`config.mk`:
```
export PLATFORM = sky130hd
export DESIGN_NAME = insn_encoder_flat
export DESIGN_NICKNAME = d
export VERILOG_FILES = /design/src/rtl/insn_encoder.sv /design/src/rtl/insn_encoder_if.sv /design/src/flat_wrapper.sv
export SDC_FILE = /design/constraint.sdc
export NUM_CORES = 1
export LEC_CHECK = 0
export CAP_MARGIN = 20
export CORE_ASPECT_RATIO = 1.1
export CORE_MARGIN = 3
export CORE_UTILIZATION = 50
export DETAILED_ROUTE_END_ITERATION = 8
export DONT_BUFFER_PORTS = 1
export PLACE_DENSITY = 0.68
export SLEW_MARGIN = 5
export SYNTH_ARGS = -nofsm -noshare
export SYNTH_HDL_FRONTEND = slang
export SYNTH_SLANG_ARGS = --single-unit
```
`constraint.sdc`:
```
create_clock -name clk -period 2.5 [get_ports clk]
set_input_delay 0.375 -clock clk [delete_from_list [all_inputs] [get_ports clk]]
set_output_delay 0.375 -clock clk [all_outputs]
set_load 0.01 [all_outputs]
```
`src/rtl/insn_encoder.sv`:
```
// insn_encoder: sequential RV32I instruction assembler.
// Each accepted micro-op request is packed into a 32-bit instruction and
// streamed through a one-deep registered write port to instruction memory
// at an auto-incrementing address. After DEPTH words the block is full and
// refuses requests until start_i.
// Optional build macro: INSN_ENC_RANGE_CHECK_EN -- when defined, immediates
// that do not fit their instruction format make the request illegal; when
// undefined, the format's bits are taken by silent truncation.

package constants_pkg;
  // ALU operation codes (alusel_i)
  localparam logic [3:0] ALU_ADD  = 4'd0;
  localparam logic [3:0] ALU_SUB  = 4'd1;
  localparam logic [3:0] ALU_SLL  = 4'd2;
  localparam logic [3:0] ALU_SLT  = 4'd3;
  localparam logic [3:0] ALU_SLTU = 4'd4;
  localparam logic [3:0] ALU_XOR  = 4'd5;
  localparam logic [3:0] ALU_SRL  = 4'd6;
  localparam logic [3:0] ALU_SRA  = 4'd7;
  localparam logic [3:0] ALU_OR   = 4'd8;
  localparam logic [3:0] ALU_AND  = 4'd9;
  localparam logic [3:0] ALU_PASS = 4'd10;

  // Instruction classes (cls_i); 9..15 are illegal
  localparam logic [3:0] CLS_LUI    = 4'd0;
  localparam logic [3:0] CLS_AUIPC  = 4'd1;
  localparam logic [3:0] CLS_JAL    = 4'd2;
  localparam logic [3:0] CLS_JALR   = 4'd3;
  localparam logic [3:0] CLS_BRANCH = 4'd4;
  localparam logic [3:0] CLS_LOAD   = 4'd5;
  localparam logic [3:0] CLS_STORE  = 4'd6;
  localparam logic [3:0] CLS_IMM    = 4'd7;
  localparam logic [3:0] CLS_REG    = 4'd8;

  // RV32I major opcodes
  localparam logic [6:0] OP_LUI    = 7'b0110111;
  localparam logic [6:0] OP_AUIPC  = 7'b0010111;
  localparam logic [6:0] OP_JAL    = 7'b1101111;
  localparam logic [6:0] OP_JALR   = 7'b1100111;
  localparam logic [6:0] OP_BRANCH = 7'b1100011;
  localparam logic [6:0] OP_LOAD   = 7'b0000011;
  localparam logic [6:0] OP_STORE  = 7'b0100011;
  localparam logic [6:0] OP_IMM    = 7'b0010011;
  localparam logic [6:0] OP_REG    = 7'b0110011;

  localparam logic [6:0] F7_BASE   = 7'b0000000;
  localparam logic [6:0] F7_ALT    = 7'b0100000;
endpackage

module insn_encoder
  import constants_pkg::*;
#(
  parameter logic [31:0] BASE_ADDR = 32'h0100_0000,
  parameter int          DEPTH     = 256,
  parameter int          AWIDTH    = 32
) (
  input  logic           clk,
  input  logic           rst_n,
  insn_encoder_if.slave  bus
);

  localparam int                CW        = $clog2(DEPTH) + 1;
  localparam logic [AWIDTH-1:0] BASE      = AWIDTH'(BASE_ADDR);
  localparam logic [CW-1:0]     LAST_SLOT = CW'(DEPTH - 1);
  localparam logic [CW-1:0]     FULL_CNT  = CW'(DEPTH);

  // -------------------------------------------------------------------------
  // Request field aliases
  // -------------------------------------------------------------------------
  logic [31:0] imm;
  logic [4:0]  rd;
  logic [4:0]  rs1;
  logic [4:0]  rs2;
  logic [2:0]  f3_in;

  assign imm   = bus.imm_i;
  assign rd    = bus.rd_i;
  assign rs1   = bus.rs1_i;
  assign rs2   = bus.rs2_i;
  assign f3_in = bus.funct3_i;

  // -------------------------------------------------------------------------
  // Immediate range checks (only meaningful with the range-check build)
  // -------------------------------------------------------------------------
  logic i_fits;      // signed 12-bit (I and S formats)
  logic b_fits;      // signed 13-bit, even
  logic j_fits;      // signed 21-bit, even
  logic u_fits;      // low 12 bits clear
  logic sh_fits;     // shift amount 0..31

`ifdef INSN_ENC_RANGE_CHECK_EN
  // A value fits a signed N-bit field when every bit above N-2 equals the
  // sign bit, i.e. the upper bits are all ones or all zeros.
  assign i_fits  = (&imm[31:11]) | ~(|imm[31:11]);
  assign b_fits  = ((&imm[31:12]) | ~(|imm[31:12])) & ~imm[0];
  assign j_fits  = ((&imm[31:20]) | ~(|imm[31:20])) & ~imm[0];
  assign u_fits  = ~(|imm[11:0]);
  assign sh_fits = ~(|imm[31:5]);
`else
  assign i_fits  = 1'b1;
  assign b_fits  = 1'b1;
  assign j_fits  = 1'b1;
  assign u_fits  = 1'b1;
  assign sh_fits = 1'b1;
`endif

  // -------------------------------------------------------------------------
  // ALU operation decode shared by the IMM and REG classes
  // -------------------------------------------------------------------------
  logic [2:0] alu_f3;
  logic [6:0] alu_f7;
  logic       alu_shift;
  logic       alu_known;

  // Map the ALU code onto funct3/funct7 and flag shift-type operations.
  always_comb begin
    // NOTE: every output of a combinational block gets a default before the
    // case, otherwise an unassigned path infers a latch.
    alu_f3    = 3'b000;
    alu_f7    = F7_BASE;
    alu_shift = 1'b0;
    alu_known = 1'b1;
    case (bus.alusel_i)
      ALU_ADD:  alu_f3 = 3'b000;
      ALU_SUB:  begin alu_f3 = 3'b000; alu_f7 = F7_ALT; end
      ALU_SLL:  begin alu_f3 = 3'b001; alu_shift = 1'b1; end
      ALU_SLT:  alu_f3 = 3'b010;
      ALU_SLTU: alu_f3 = 3'b011;
      ALU_XOR:  alu_f3 = 3'b100;
      ALU_SRL:  begin alu_f3 = 3'b101; alu_shift = 1'b1; end
      ALU_SRA:  begin alu_f3 = 3'b101; alu_f7 = F7_ALT; alu_shift = 1'b1; end
      ALU_OR:   alu_f3 = 3'b110;
      ALU_AND:  alu_f3 = 3'b111;
      default:  alu_known = 1'b0;   // ALU_PASS and unassigned codes
    endcase
  end

  // -------------------------------------------------------------------------
  // Instruction packing and legality
  // -------------------------------------------------------------------------
  logic [31:0] enc_word;
  logic        enc_legal;

  // Pack the request into its RV32I format and decide whether it is legal.
  always_comb begin
    enc_word  = '0;
    enc_legal = 1'b0;
    case (bus.cls_i)
      CLS_LUI: begin
        enc_word  = {imm[31:12], rd, OP_LUI};
        enc_legal = u_fits;
      end
      CLS_AUIPC: begin
        enc_word  = {imm[31:12], rd, OP_AUIPC};
        enc_legal = u_fits;
      end
      CLS_JAL: begin
        enc_word  = {imm[20], imm[10:1], imm[11], imm[19:12], rd, OP_JAL};
        enc_legal = j_fits;
      end
      CLS_JALR: begin
        enc_word  = {imm[11:0], rs1, 3'b000, rd, OP_JALR};
        enc_legal = i_fits;
      end
      CLS_BRANCH: begin
        enc_word  = {imm[12], imm[10:5], rs2, rs1, f3_in, imm[4:1], imm[11], OP_BRANCH};
        enc_legal = b_fits && (f3_in != 3'b010) && (f3_in != 3'b011);
      end
      CLS_LOAD: begin
        enc_word  = {imm[11:0], rs1, f3_in, rd, OP_LOAD};
        enc_legal = i_fits && (f3_in != 3'b011) && (f3_in != 3'b110) && (f3_in != 3'b111);
      end
      CLS_STORE: begin
        enc_word  = {imm[11:5], rs2, rs1, f3_in, imm[4:0], OP_STORE};
        enc_legal = i_fits && (f3_in inside {3'b000, 3'b001, 3'b010});
      end
      CLS_IMM: begin
        // Register-immediate shifts carry funct7 above a 5-bit shamt;
        // there is no immediate form of SUB.
        if (alu_shift) begin
          enc_word  = {alu_f7, imm[4:0], rs1, alu_f3, rd, OP_IMM};
          enc_legal = alu_known && sh_fits;
        end else begin
          enc_word  = {imm[11:0], rs1, alu_f3, rd, OP_IMM};
          enc_legal = alu_known && (bus.alusel_i != ALU_SUB) && i_fits;
        end
      end
      CLS_REG: begin
        enc_word  = {alu_f7, rs2, rs1, alu_f3, rd, OP_REG};
        enc_legal = alu_known;
      end
      default: begin
        enc_word  = '0;
        enc_legal = 1'b0;
      end
    endcase
  end

  // -------------------------------------------------------------------------
  // Handshake and write-port state
  // -------------------------------------------------------------------------
  logic              wr_valid_q, wr_valid_d;
  logic [AWIDTH-1:0] wr_addr_q,  wr_addr_d;
  logic [31:0]       wr_data_q,  wr_data_d;
  logic [CW-1:0]     count_q,    count_d;
  logic              full_q,     full_d;
  logic              err_q,      err_d;

  logic accept;
  logic retire;
  logic last_slot_busy;
  logic req_ready;

  // The word in the output register already owns the final slot, so a new
  // request must wait even though full_o has not risen yet; otherwise a
  // DEPTH+1-th word could slip in on the cycle the DEPTH-th one retires.
  assign last_slot_busy = wr_valid_q && (count_q == LAST_SLOT);

  // start_i wins over everything, so no request is taken while it is high.
  assign req_ready = !bus.start_i && !full_q && !last_slot_busy &&
                     (!wr_valid_q || bus.wr_ready_i);
  assign accept    = bus.req_valid_i && req_ready;
  assign retire    = wr_valid_q && bus.wr_ready_i;

  // Next-state: retire the current word and/or load a newly accepted one.
  always_comb begin
    wr_valid_d = wr_valid_q;
    wr_addr_d  = wr_addr_q;
    wr_data_d  = wr_data_q;
    count_d    = count_q;
    full_d     = full_q;
    err_d      = accept && !enc_legal;

    if (retire) begin
      wr_valid_d = 1'b0;
      wr_addr_d  = wr_addr_q + AWIDTH'(4);
      count_d    = count_q + CW'(1);
      full_d     = (count_q + CW'(1)) == FULL_CNT;
    end

    // Acceptance in the same cycle as retirement refills without a bubble.
    if (accept && enc_legal) begin
      wr_valid_d = 1'b1;
      wr_data_d  = enc_word;
    end

    if (bus.start_i) begin
      wr_valid_d = 1'b0;
      wr_addr_d  = BASE;
      wr_data_d  = '0;
      count_d    = '0;
      full_d     = 1'b0;
      err_d      = 1'b0;
    end
  end

  // Registered outputs; asynchronous reset discards any pending word.
  always_ff @(posedge clk or negedge rst_n) begin
    if (!rst_n) begin
      wr_valid_q <= 1'b0;
      wr_addr_q  <= BASE;
      wr_data_q  <= '0;
      count_q    <= '0;
      full_q     <= 1'b0;
      err_q      <= 1'b0;
    end else begin
      // NOTE: sequential state uses non-blocking assignments so every
      // register samples the pre-edge values, independent of statement order.
      wr_valid_q <= wr_valid_d;
      wr_addr_q  <= wr_addr_d;
      wr_data_q  <= wr_data_d;
      count_q    <= count_d;
      full_q     <= full_d;
      err_q      <= err_d;
    end
  end

  assign bus.req_ready_o = req_ready;
  assign bus.wr_valid_o  = wr_valid_q;
  assign bus.wr_addr_o   = wr_addr_q;
  assign bus.wr_data_o   = wr_data_q;
  assign bus.count_o     = count_q;
  assign bus.full_o      = full_q;
  assign bus.err_o       = err_q;

endmodule

```
`src/rtl/insn_encoder_if.sv`:
```
// insn_encoder_if: request and instruction-memory write bus of insn_encoder.
// The "slave" modport is the encoder. The "master" modport is the program
// generator: it drives requests and the memory-side ready, and it observes
// the write port and the status outputs.
// Signal suffixes (_i/_o) are named from the encoder's point of view.
interface insn_encoder_if #(
  parameter int AWIDTH = 32,
  parameter int DEPTH  = 256
);
  localparam int CW = $clog2(DEPTH) + 1;

  // control and request channel
  logic              start_i;
  logic              req_valid_i;
  logic              req_ready_o;
  logic [3:0]        cls_i;
  logic [3:0]        alusel_i;
  logic [2:0]        funct3_i;
  logic [4:0]        rd_i;
  logic [4:0]        rs1_i;
  logic [4:0]        rs2_i;
  logic [31:0]       imm_i;

  // instruction-memory write channel
  logic              wr_valid_o;
  logic              wr_ready_i;
  logic [AWIDTH-1:0] wr_addr_o;
  logic [31:0]       wr_data_o;

  // status
  logic [CW-1:0]     count_o;
  logic              full_o;
  logic              err_o;

  modport master (
    output start_i, req_valid_i, cls_i, alusel_i, funct3_i,
           rd_i, rs1_i, rs2_i, imm_i, wr_ready_i,
    input  req_ready_o, wr_valid_o, wr_addr_o, wr_data_o,
           count_o, full_o, err_o
  );

  modport slave (
    input  start_i, req_valid_i, cls_i, alusel_i, funct3_i,
           rd_i, rs1_i, rs2_i, imm_i, wr_ready_i,
    output req_ready_o, wr_valid_o, wr_addr_o, wr_data_o,
           count_o, full_o, err_o
  );
endinterface

```
`src/flat_wrapper.sv`:
```
// flat-port wrapper written by rule: the top's interface ports become plain ports
module insn_encoder_flat import constants_pkg::*;
#(
  parameter logic [31:0] BASE_ADDR = 32'h0100_0000,
  parameter int          DEPTH     = 256,
  parameter int          AWIDTH    = 32
)
  (clk, rst_n, bus_start_i, bus_req_valid_i, bus_cls_i, bus_alusel_i, bus_funct3_i, bus_rd_i, bus_rs1_i, bus_rs2_i, bus_imm_i, bus_wr_ready_i, bus_req_ready_o, bus_wr_valid_o, bus_wr_addr_o, bus_wr_data_o, bus_count_o, bus_full_o, bus_err_o);
  insn_encoder_if #(.AWIDTH(AWIDTH), .DEPTH(DEPTH)) bus_i ();
  input  logic clk;
  input  logic rst_n;
  input wire logic [$bits(bus_i.start_i)-1:0] bus_start_i;
  input wire logic [$bits(bus_i.req_valid_i)-1:0] bus_req_valid_i;
  input wire logic [$bits(bus_i.cls_i)-1:0] bus_cls_i;
  input wire logic [$bits(bus_i.alusel_i)-1:0] bus_alusel_i;
  input wire logic [$bits(bus_i.funct3_i)-1:0] bus_funct3_i;
  input wire logic [$bits(bus_i.rd_i)-1:0] bus_rd_i;
  input wire logic [$bits(bus_i.rs1_i)-1:0] bus_rs1_i;
  input wire logic [$bits(bus_i.rs2_i)-1:0] bus_rs2_i;
  input wire logic [$bits(bus_i.imm_i)-1:0] bus_imm_i;
  input wire logic [$bits(bus_i.wr_ready_i)-1:0] bus_wr_ready_i;
  output wire logic [$bits(bus_i.req_ready_o)-1:0] bus_req_ready_o;
  output wire logic [$bits(bus_i.wr_valid_o)-1:0] bus_wr_valid_o;
  output wire logic [$bits(bus_i.wr_addr_o)-1:0] bus_wr_addr_o;
  output wire logic [$bits(bus_i.wr_data_o)-1:0] bus_wr_data_o;
  output wire logic [$bits(bus_i.count_o)-1:0] bus_count_o;
  output wire logic [$bits(bus_i.full_o)-1:0] bus_full_o;
  output wire logic [$bits(bus_i.err_o)-1:0] bus_err_o;
  assign bus_i.start_i = bus_start_i;
  assign bus_i.req_valid_i = bus_req_valid_i;
  assign bus_i.cls_i = bus_cls_i;
  assign bus_i.alusel_i = bus_alusel_i;
  assign bus_i.funct3_i = bus_funct3_i;
  assign bus_i.rd_i = bus_rd_i;
  assign bus_i.rs1_i = bus_rs1_i;
  assign bus_i.rs2_i = bus_rs2_i;
  assign bus_i.imm_i = bus_imm_i;
  assign bus_i.wr_ready_i = bus_wr_ready_i;
  assign bus_req_ready_o = bus_i.req_ready_o;
  assign bus_wr_valid_o = bus_i.wr_valid_o;
  assign bus_wr_addr_o = bus_i.wr_addr_o;
  assign bus_wr_data_o = bus_i.wr_data_o;
  assign bus_count_o = bus_i.count_o;
  assign bus_full_o = bus_i.full_o;
  assign bus_err_o = bus_i.err_o;
  insn_encoder #(.BASE_ADDR(BASE_ADDR), .DEPTH(DEPTH), .AWIDTH(AWIDTH)) u_core (.clk(clk), .rst_n(rst_n), .bus(bus_i));
endmodule
```
==> run_results.csv <==
group,metric,value,unit
finish,nNetsFinal,540,
routing,routedWlPerCell,19.1,µm
finish,diodes,0,
floorplan,core-area,0.00813,mm²
yosys,yosysWarnings,0,
worst_setup_path,rrSetupSlack,0.08,ns
pwr,p_per_area,525,mW/mm²
sta,maxSlewViolCount,0,
clocking,numClockSinks,73,
global_route,grt_pass1_vias,3328,
sta,setup_violations,0,
finish,fin_area,0.00485,mm²
sta,timing.slew.headroom,51.8,%
worst_setup_path,start_kind,"flip-flop",
yosys,ys.flop_type,"dfrtp_1",
sta,fin_hold_ws,0.0741,ns
yosys,synthCells,466,
hold_path,min_from,"bus_start_i",
worst_setup_path,path_buf_inv,2,
routing,vias,3521,
status,status,"finished clean",
yosys,yosys_register_bits,73,
yosys,synth_cell_types,55,
floorplan,num_rows,34,
routing,routed_wl,11200,µm
clocking,cts_tree,"yes",
finish,seqCellArea,0.00183,mm²
hold_path,hold_depth,1,
sta,grt_setup_unrepaired,"no",
clocking,worstSkewPairLatency,0.35,ns
worst_setup_path,worstPathRequired,2.77,ns
worst_setup_path,reg2reg_from,"u_core.bus.count_o[2]",
placement,gp_congestion,0.829,
sta,skew,0.0143,ns
sta,tightest_slew,0.722,ns
finish,multi_input_area,0.00235,mm²
sta,fmax,414,MHz
placement,dp_hpwl,7470,µm
worst_setup_path,cp-end-kind,"flip-flop",
sta,finalCritPeriodShare,96.6,%
global_route,grt-ovfl-total,0,
global_route,grt_usage,22.0,%
sta,fin_crit,2.42,ns
yosys,syn-cell-area,0.00429,mm²
yosys,seq_area_frac_synth,42.6,%
pwr,leakage,2.08,nW
run,maxCapViolations,0,
worst_setup_path,path_max_fanout,4,
worst_setup_path,path_cells,"and3_4, and3_4, and3_4, ha_2, nand2b_4, a211oi_4, nand2_2, nor2_8, clkbuf_16, clkbuf_16, mux2i_1",
clocking,clkTransAtPathRegs,0.09,ns
routing,vias_per_cell,6.01,
yosys,synthArstFlopShare,100,%
finish,area_growth,13.0,%
clocking,cts_max_path_buffers,2,
clocking,cts_max_level,3,
floorplan,die_y,103,µm
worst_setup_path,arrival,2.68,ns
floorplan,die_w,94.3,µm
routing,drc,0,
global_route,grt_antenna_before_repair,0,
floorplan,initial_core_util,52.8,%
sta,fin_setup_tns,0,ns
hold_path,hold_path.class,"in -> reg",
placement,numPortBuffers,0,
sta,finalHoldViolCount,0,
yosys,synth.avg_cell_area,9.21,µm²
finish,drive_gt1_share,13.4,%
routing,ant_nets,0,
worst_setup_path,reg2reg_depth,11,
floorplan,dieArea,0.00973,mm²
pwr,ir_drop,0.422,mV
routing,drt_iter0_drc,118,
worst_setup_path,rr_endpoint,"u_core.bus.wr_data_o[11]",
global_route,grt_pass1_wl,16900,µm
placement,dpl-instance-area,0.00444,mm²
yosys,synth_edf_count,0,
worst_setup_path,crit_top_cell,"and3_4",
clocking,root_buffer,"clkbuf_8",
clocking,numCtsBuffers,9,
finish,fill_cells,729,
worst_setup_path,cp_top_family,"simple AND/OR/NAND/NOR gates",
worst_setup_path,cp_slowest_cell,"dfrtp_2",
routing,firstDrtPassIters,5,
hold_path,whs_endpoint,"u_core.bus.count_o[4]",
global_route,grt_max_degree,74,
floorplan,ioPinCount,140,
worst_setup_path,crit_type,"reg -> reg",
worst_setup_path,critPathMaxStageDelay,0.41,ns
## final cells by class
class	instances	share of cell area [%]
flip-flops and latches	73	37.8
clock buffers	10	2.63
repair buffers	24	6.01
clock inverters	6	1.70
well taps	108	2.79
inverters	9	0.697
multi-input cells	356	48.4
## worst max-delay path by stage
stage,to,cells after the start,slack (ns),start
after CTS,u_core.bus.wr_data_o[11],10,0.02,u_core.bus.count_o[2]
final,u_core.bus.wr_data_o[11],11,0.08,u_core.bus.count_o[2]
after global routing,u_core.bus.wr_data_o[8],11,0.006,u_core.bus.count_o[2]
after floorplan,u_core.bus.wr_data_o[3],10,0.001,u_core.bus.count_o[0]
after detailed placement,u_core.bus.wr_data_o[11],10,0.04,u_core.bus.count_o[2]
after global placement,u_core.bus.wr_data_o[26],9,0.10,u_core.bus.count_o[2]
## power by group
group / internal (W) / switching (W) / leakage (nW)
clock: 0.000558 / 0.000469 / 0.106
sequential: 0.00121 / 0.0000425 / 1.00
combinational: 0.000131 / 0.000140 / 0.971
total: 0.00190 / 0.000652 / 2.08
## state kept, by name, indices dropped and copies added (netlist names)
register               flops
u_core.bus.count_o         9
u_core.bus.err_o           1
u_core.bus.full_o          1
u_core.bus.wr_addr_o      30
u_core.bus.wr_data_o      31
u_core.bus.wr_valid_o      1
## cells in the final DEF, fill, tap and decap left out, types with 4 or more instances in the layout
cell type,count
a21oi_1,36
a222oi_1,4
a22oi_1,6
a2bb2oi_1,10
and3_1,5
and4_1,4
buf_4,16
clkbuf_8,9
dfrtp_1,69
inv_1,9
mux2_1,8
mux2i_1,23
nand2_1,46
nand2b_1,5
nand3_1,20
nand4_1,13
nor2_1,49
nor2b_1,23
nor3_1,4
o21ai_0,6
or2_2,4
or3_1,4
xnor2_1,8
xor2_1,23
## cell families (layout without fill, tap and decap cells)
| group | after synthesis | in the layout | synth area share (%) |
|---|---|---|---|
| AOI/OAI and AO/OA | 85 | 85 | 13.1 |
| xor gates and xnor gates | 31 | 31 | 6.33 |
| adders and majority gates | 6 | 6 | 1.63 |
| buffers and inverters | 38 | 49 | 4.11 |
| DFF | 73 | 73 | 42.6 |
| muxes | 35 | 35 | 8.51 |
| other | 1 | 2 | 0.0874 |
| and+or+nand+nor | 197 | 197 | 23.6 |
## per-layer routing
metal  share of wire [%]  track usage (%)  up-vias
met4                0.86             6.33        0
met5                   0                0        -
li1                    -                -     1657
met3                 8.3             8.54        7
met1                  41             26.4     1738
met2                  50             37.0      119
## cells in the mapped netlist (all sizes together), types with 8 or more instances
cell type,number,area (µm²)
nor2,50,204
a2bb2oi,10,87.6
mux2,12,135
dfrtp,72,1800
nand2,47,176
mux2i,23,230
inv,9,33.8
xnor2,8,70.1
buf,10,71.3
clkbuf,19,71.3
nand4,13,81.3
xor2,23,201
nor2b,23,144
and3,8,50.1
a21oi,36,180
nand3,20,100
## stage by stage
| step | setup slack [ns] | utilization (%) | power (W) | std cells |
|---|---|---|---|---|
| 6_report | 0.0841 | 59.7 | 0.00255 | 586 |
| 5_1_grt | 0.00598 | 59.7 | 0.00264 | 586 |
| 4_1_cts | 0.0175 | 57.7 | 0.00253 | 579 |
| 3_5_place_dp | 0.0426 | 54.7 | 0.00149 | 561 |
| 3_3_place_gp | 0.100 | 54.7 | 0.00148 | 561 |
| 2_1_floorplan | 0.00108 | - | 0.00147 | 467 |
## what timing repair did
action | CTS | global route
gates resized for setup | 0 | 9
setup endpoints to repair | 0 | 28
endpoints found under the hold margin | 73 | 0
hold buffers | 2 | 0
setup buffers | 0 | 4
No activity file was read; power rests on OpenSTA's default activity.
